$ cat config.mk
export PLATFORM = sky130hd
export DESIGN_NAME = mem_arbiter
export DESIGN_NICKNAME = d
export VERILOG_FILES = /design/src/rtl/mem_arbiter.sv
export SDC_FILE = /design/constraint.sdc
export NUM_CORES = 1
export LEC_CHECK = 0
export ABC_AREA = 1
export BUFFER_PORTS_ARGS = -buffer_cell sky130_fd_sc_hd__buf_2
export CAP_MARGIN = 0
export CORE_AREA = 2 2 105 107
export CTS_CLUSTER_DIAMETER = 60
export CTS_CLUSTER_SIZE = 28
export DETAILED_ROUTE_END_ITERATION = 10
export DIE_AREA = 0 0 107 109
export GPL_TIMING_DRIVEN = 0
export PLACE_DENSITY = 0.63
export SETUP_SLACK_MARGIN = 0.15
export SYNTH_ARGS = -nofsm -noshare
export SYNTH_HDL_FRONTEND = slang
export SYNTH_SLANG_ARGS = --single-unit
$ cat constraint.sdc
create_clock -name clk -period 3.8 [get_ports clk]
set_input_delay 0.57 -clock clk [delete_from_list [all_inputs] [get_ports clk]]
set_output_delay 0.57 -clock clk [all_outputs]
set_load 0.02 [all_outputs]
$ cat src/rtl/mem_arbiter.sv
// mem_arbiter: shares the single main-memory port between the I-cache refill
// path and the D-cache refill/writeback path. Round-robin arbitration picks a
// winner in IDLE, then one fixed-length line burst is sequenced, one beat per
// memory acknowledge, followed by a single DONE cycle.
module mem_arbiter #(
    parameter int ADDR_W    = 32,
    parameter int DATA_W    = 32,
    parameter int BURST_LEN = 4
) (
    input  logic              clk,
    input  logic              rst,

    input  logic              icache_req,
    input  logic [ADDR_W-1:0] icache_addr,
    output logic              icache_gnt,
    output logic [DATA_W-1:0] icache_rdata,
    output logic              icache_rvalid,
    output logic              icache_done,

    input  logic              dcache_req,
    input  logic              dcache_we,
    input  logic [ADDR_W-1:0] dcache_addr,
    input  logic [DATA_W-1:0] dcache_wdata,
    output logic              dcache_gnt,
    output logic [DATA_W-1:0] dcache_rdata,
    output logic              dcache_rvalid,
    output logic              dcache_wnext,
    output logic              dcache_done,

    output logic              mem_req,
    output logic              mem_we,
    output logic [ADDR_W-1:0] mem_addr,
    output logic [DATA_W-1:0] mem_wdata,
    input  logic [DATA_W-1:0] mem_rdata,
    input  logic              mem_ack
);

    localparam int                BEAT_W    = $clog2(BURST_LEN);
    localparam logic [ADDR_W-1:0] LINE_MASK = ADDR_W'(BURST_LEN * 4 - 1);
    localparam logic [BEAT_W-1:0] LAST_BEAT = BEAT_W'(BURST_LEN - 1);

    typedef enum logic [1:0] {
        IDLE,
        BUSY_I,
        BUSY_D,
        DONE
    } state_t;

    state_t              state;
    state_t              state_nxt;

    // Burst context captured when a requester wins.
    logic [ADDR_W-1:0]   base;
    logic                we;
    logic [BEAT_W-1:0]   beat;
    // Requester identity: 0 = I-cache, 1 = D-cache.
    logic                owner_d;
    logic                last_gnt_d;

    logic                grant_i;
    logic                grant_d;
    logic [ADDR_W-1:0]   beat_addr;
    logic                last_ack;

    // Round-robin pick in IDLE: a tie goes to whoever was not served last.
    always_comb begin
        grant_i = 1'b0;
        grant_d = 1'b0;
        if (state == IDLE) begin
            if (icache_req && (!dcache_req || last_gnt_d)) begin
                grant_i = 1'b1;
            end else if (dcache_req) begin
                grant_d = 1'b1;
            end
        end
    end

    assign beat_addr = base + ADDR_W'({beat, 2'b00});
    assign last_ack  = mem_ack && (beat == LAST_BEAT);

    // State register; reset abandons any burst in flight.
    always_ff @(posedge clk or negedge rst) begin
        if (!rst) begin
            state <= IDLE;
        end else begin
            state <= state_nxt;
        end
    end

    // Next-state: grant leaves IDLE, final acked beat enters DONE, DONE is one cycle.
    always_comb begin
        state_nxt = state;
        unique case (state)
            IDLE: begin
                if (grant_i) begin
                    state_nxt = BUSY_I;
                end else if (grant_d) begin
                    state_nxt = BUSY_D;
                end
            end
            BUSY_I, BUSY_D: begin
                if (last_ack) begin
                    state_nxt = DONE;
                end
            end
            DONE: begin
                state_nxt = IDLE;
            end
            default: begin
                state_nxt = IDLE;
            end
        endcase
    end

    // Burst context: latch line base and direction on grant, count acked beats,
    // and remember the winner once its burst finishes.
    always_ff @(posedge clk or negedge rst) begin
        if (!rst) begin
            base       <= '0;
            we         <= 1'b0;
            beat       <= '0;
            owner_d    <= 1'b0;
            last_gnt_d <= 1'b1;
        end else begin
            unique case (state)
                IDLE: begin
                    if (grant_i) begin
                        base    <= icache_addr & ~LINE_MASK;
                        we      <= 1'b0;
                        beat    <= '0;
                        owner_d <= 1'b0;
                    end else if (grant_d) begin
                        base    <= dcache_addr & ~LINE_MASK;
                        we      <= dcache_we;
                        beat    <= '0;
                        owner_d <= 1'b1;
                    end
                end
                BUSY_I, BUSY_D: begin
                    if (mem_ack) begin
                        beat <= beat + BEAT_W'(1);
                    end
                end
                DONE: begin
                    last_gnt_d <= owner_d;
                end
                default: begin
                end
            endcase
        end
    end

    // Output decode: everything is zero except what the current owner needs;
    // read data and write-word handshakes are passed straight through on ack.
    always_comb begin
        icache_gnt    = 1'b0;
        icache_rdata  = '0;
        icache_rvalid = 1'b0;
        icache_done   = 1'b0;
        dcache_gnt    = 1'b0;
        dcache_rdata  = '0;
        dcache_rvalid = 1'b0;
        dcache_wnext  = 1'b0;
        dcache_done   = 1'b0;
        mem_req       = 1'b0;
        mem_we        = 1'b0;
        mem_addr      = '0;
        mem_wdata     = '0;
        unique case (state)
            BUSY_I: begin
                icache_gnt = 1'b1;
                mem_req    = 1'b1;
                mem_addr   = beat_addr;
                if (mem_ack) begin
                    icache_rvalid = 1'b1;
                    icache_rdata  = mem_rdata;
                end
            end
            BUSY_D: begin
                dcache_gnt = 1'b1;
                mem_req    = 1'b1;
                mem_we     = we;
                mem_addr   = beat_addr;
                if (we) begin
                    mem_wdata = dcache_wdata;
                end
                if (mem_ack) begin
                    if (we) begin
                        dcache_wnext = 1'b1;
                    end else begin
                        dcache_rvalid = 1'b1;
                        dcache_rdata  = mem_rdata;
                    end
                end
            end
            DONE: begin
                if (owner_d) begin
                    dcache_gnt  = 1'b1;
                    dcache_done = 1'b1;
                end else begin
                    icache_gnt  = 1'b1;
                    icache_done = 1'b1;
                end
            end
            default: begin
            end
        endcase
    end

endmodule

======== After elaboration in Yosys (flattened, before gate mapping) ========
Index checks and enable logic that the tools add are counted.
storage, ports and cells
  register bits ........................... 39
  latch bits .............................. 0
  bits in writable memories ............... 0
  memory bits (read-only) ................. 0
  bits of input ports ..................... 134
  output and inout port bits .............. 137
  logic and storage cells ................. 69
  memories ................................ 0
cells by class
  $add $sub $neg .......................... 2
  multipliers ............................. 0
  divide/modulo/power cells ............... 0
  magnitude comparators ................... 0
  equality and inequality tests ........... 7
  shift operators ......................... 0
  mux-type cells .......................... 43
  bitwise gates (word level) .............. 0
  reductions and logical operators ........ 11
operator list
  kind                   count
  $mux W32               10
  $add A32 B4 Y32        1
  $mux W1                23
  $mux W2                6
  $eq A2 B2 Y1 const B   3
  $pmux W2 S3            1
  $ne A2 B1 Y1 const B   2
  $pmux W1 S2            2
  $pmux W2 S2            1
  $reduce_and A2 Y1      2
  $reduce_bool A2 Y1     2
  $ne A3 B3 Y1 const B   1
  $reduce_and A3 Y1      1
  $add A2 B1 Y2 const B  1
  $eq A2 B1 Y1 const B   1
  $logic_and A1 B1 Y1    2
  $logic_not A2 Y1       1
  $reduce_or A2 Y1       1
  $logic_not A1 Y1       1
  $logic_or A1 B1 Y1     1

======== Depth between registers and ports, before layout ========
  depth after elaboration ................. 8
  gate-level depth with buffers ........... 9
  depth with buffers taken out ............ 9

======== Worst setup path after synthesis ========
OpenSTA, ideal clock, no wires.
  path type ............................... reg2out
  start point ............................. reg state[0]
  end point ............................... out mem_addr[10]
  arrival time ............................ 1.518 ns
  data required time ...................... 3.230 ns
  path slack .............................. 1.712 ns
  stages on the path, launching flop included .. 7
  buffers on the path ..................... 2
  cells stage by stage .................... dfrtp_1 > inv_1 > ha_1 > buf_2 > clkbuf_1 > nand2_1 > inv_1
on the way
  word-level cells in the longest chain between the ends .. 3
  elaborated cells between the ends (all ways) .. 4
  classes of those cells .................. 2 x eq/ne; 1 x mux; 1 x reduce/logical
RTL lines
  item                                          line  source
  start, declared                               49    state_t state;
  start signal, assigned                        86    state <= state_nxt;
  $eq A2 B1 Y1 or $eq A2 B2 Y1 (tied branches)  169   unique case (state)
  $reduce_or A2 Y1 (no line) *                  --
  $mux W32 *                                    169
  end, declared                                 32    output logic [ADDR_W-1:0] mem_addr,
Mark *: on every way between the ends. The rest lies on a longest branch, timed or not.

======== Worst setup path after layout ========
  start point ............................. reg state[0]
  end point ............................... out mem_addr[16]
The elaborated chain is that of the path after synthesis.

==> flow_metrics.tcl <==
set metrics [dict create \
    status "completed" \
    core_um2 10600 \
    place_inst 921 \
    gr-total-overflow 0 \
    worstMarginPinSlew_ps 802 \
    drive_above_1_share_pct 36.8 \
    synth_ff_type "dfrtp_1" \
    synthXorXnorAreaFrac_pct 0 \
    ys_async_sr_fraction_pct 100 \
    io_pins 271 \
    synth_top_family_by_area "simple AND/OR/NAND/NOR gates" \
    fin_crit_sh_pct 68.8 \
    r2r_slack_ps 2160 \
    routabilityCongestion 0.802 \
    grt_max_degree 36 \
    critPathKind "flop to primary output" \
    yosys_warnings 0 \
    cts_buffers 5 \
    yosys-mux-area-fraction_pct 0 \
    pwr-share-seq_pct 21.6 \
    grtUsageMet3_pct 4.42 \
    grt.total_usage_pct 18.7 \
    max_clock_freq_mhz 383 \
    cts.hold.buffers_added 0 \
    cts_resized 0 \
    path_cells "inv_1 -> ha_1 -> buf_2 -> clkbuf_1 -> nand2_1 -> inv_1 -> buf_2" \
    vias 3835 \
    layout_setup_ws_ps 1190 \
    p_int_uw 1400 \
    path_clk_slew_ps 70 \
    cp_max_fo 10 \
    ir_drop_mv 0.372 \
    routed_wirelength_um 11300 \
    io_buffer_count 260 \
    htreeDepth 2 \
    route.detailed.drc 0 \
    endpoint_kind "primary output" \
    mappedNetlistArea_um2 2970 \
    setup_tns_ps 0 \
    required_ps 3230 \
    top_usage_layer "met2" \
    slowest_stage "clkbuf_1" \
    insertion_delay_ps 280 \
    hold_viol_final 0 \
    netlist.area_leader.share_pct 28.7 \
    power.share.clock_pct 8.9 \
    synth_edf_count 0 \
    switchingPower_uw 1670 \
    via_per_inst 4.13 \
    firstDrtPassIters 4 \
    area_growth_pct 52.9 \
    rr_worst_depth 9 \
    combPwrFrac_pct 69.5 \
    sw_frac_of_total_pct 54.4 \
    skew_ps 3.05 \
    syn_area_per_cell_um2 5.70 \
    startpoint_type "flop" \
    pwr_density_cell_nw_per_um2 678 \
    antenna_left 0 \
    r2r-end "base[13]" \
    seq_area_frac_synth_pct 29.6 \
    setup_viol 0 \
    grt_pass1_wl_um 17000 \
    met2_usage_pct 34.6 \
    yosys.area.top_type "dfrtp_1" \
    synth-simple-area-share_pct 44.5 \
    synthCells 520 \
    initial_utilization_pct 28.0 \
    cts_tree "done" \
    cts_root_buf "clkbuf_8" \
    postCtsSetupBuffers 0 \
    wire_per_inst_um 12.1 \
    drt_iter0_drc 215 \
    die_h_um 109 \
    synth_adder_area_share_pct 2.53 \
    detailed_place_hpwl_um 9370 \
    rsz0062_at_grt "no" \
    fin_nets 928 \
    pre_cts_ws_ps 1420 \
    leakagePower_uw 0.00340 \
    synth_area_leaders "dfrtp_1 29%, nand2_1 18%, inv_1 17%" \
    finalMaxSlewViolations 0 \
    synth.distinct_cells 20 \
    synth_compound_area_share_pct 0.506 \
    cap_violations 0 \
    crit_arrival_ps 2040 \
    relSlewSlack_pct 46.5 \
    grt_pass1_vias 3476 \
    yosys_register_bits 35 \
    clock-sinks 35 \
    cts_buffer_depth 2 \
    rr_startpoint "state[0]" \
    die_w_um 107 \
    fin_crit_ps 2610 \
    hp-class "input port to async pin" \
    cpPeakStageDelay_ps 430 \
    synth_common_cells "143 x nand2_1, 134 x inv_1, 101 x nor2_1" \
    yosysMostFrequentCell "nand2_1" \
    antenna_found_initial 2 \
    rows 38 \
    layout.cells.non_filler 929 \
    die_area_um2 11700 \
    grtUsageMet1_pct 22.2 \
]
## power by group through the flow
stage / logic [uW] / clock network (uW) / registers [uW]
final: 2140 / 273 / 664
after global routing: 2410 / 299 / 691
after CTS: 2170 / 290 / 664
after detailed placement: 2170 / 0 / 668
after global placement: 2170 / 0 / 665
after floorplan: 1470 / 0 / 646
## worst max-delay path, delay by kind of cell (launching register included)
kind          cells  cell delay, ps
simple gates      1             140
buf+inv           5             920
fa+ha+maj         1             290
flops             1             400
## sequential cells by signal (all words and copies together) (netlist names)
| register | cells |
|---|---|
| base | 28 |
| beat | 2 |
| last_gnt_d | 1 |
| owner_d | 1 |
| state | 2 |
| we | 1 |
## placed cells by master (no fill, tap or decap)
master	netlist	final
conb_1	1	2
nand2_2	1	1
clkinv_2	0	1
nor2_1	101	101
inv_1	134	134
nand3_1	32	32
or2_2	2	2
a21oi_1	1	1
o21ai_0	1	1
dfstp_2	1	1
dfrtp_1	34	34
buf_4	3	3
inv_2	2	2
or2_1	1	1
o21ai_1	1	1
buf_2	10	270
buf_6	4	4
diode_2	0	1
clkbuf_1	13	13
ha_1	6	6
clkbuf_8	0	6
nand3b_1	29	29
nand2_1	143	143
## final cells by class
cell class	count	area [um^2]
Timing Repair Buffer	260	1300
Antenna cell	1	2.50
Clock inverter	1	5.00
Inverter	136	510
Tap cell	140	175
Multi-Input combinational cell	320	1420
Sequential cell	35	877
Clock buffer	6	82.6
Fill cell	1215	6070
Buffer	30	166
## cells by family (layout without fill, tap and decap cells)
family	Yosys count	count (layout)
other	1	3
AO/OA/AOI/OAI	3	3
flip-flops	35	35
AND/OR/NAND/NOR	309	309
buffers and inverters	166	433
adder cells (fa/ha/maj)	6	6
## worst max path at each step
stage,startpoint,cells after the start,end
after floorplan,state[0],6,mem_addr[10]
after global placement,state[0],7,mem_addr[16]
after detailed placement,state[0],7,mem_addr[16]
after CTS,state[0],7,mem_addr[16]
after global routing,state[0],7,mem_addr[16]
final,state[0],7,mem_addr[16]
## layer usage
layer | part of all wire [%] | vias up
li1 | - | 2004
met2 | 49 | 161
met3 | 8.4 | 8
met1 | 42 | 1660
met5 | 0.089 | -
met4 | 0.67 | 2
## metrics by stage
| stage | power, uW | area (um^2) | hold slack [ps] | util [%] |
|---|---|---|---|---|
| 2_1_floorplan | 2110 | 2970 | 274 | - |
| 3_3_place_gp | 2830 | 4450 | 463 | 41.9 |
| 3_5_place_dp | 2830 | 4450 | 466 | 41.9 |
| 4_1_cts | 3130 | 4530 | 388 | 42.8 |
| 5_1_grt | 3400 | 4540 | 422 | 42.8 |
| 6_report | 3080 | 4540 | 370 | 42.8 |
(Power assumes the default switching activity.)
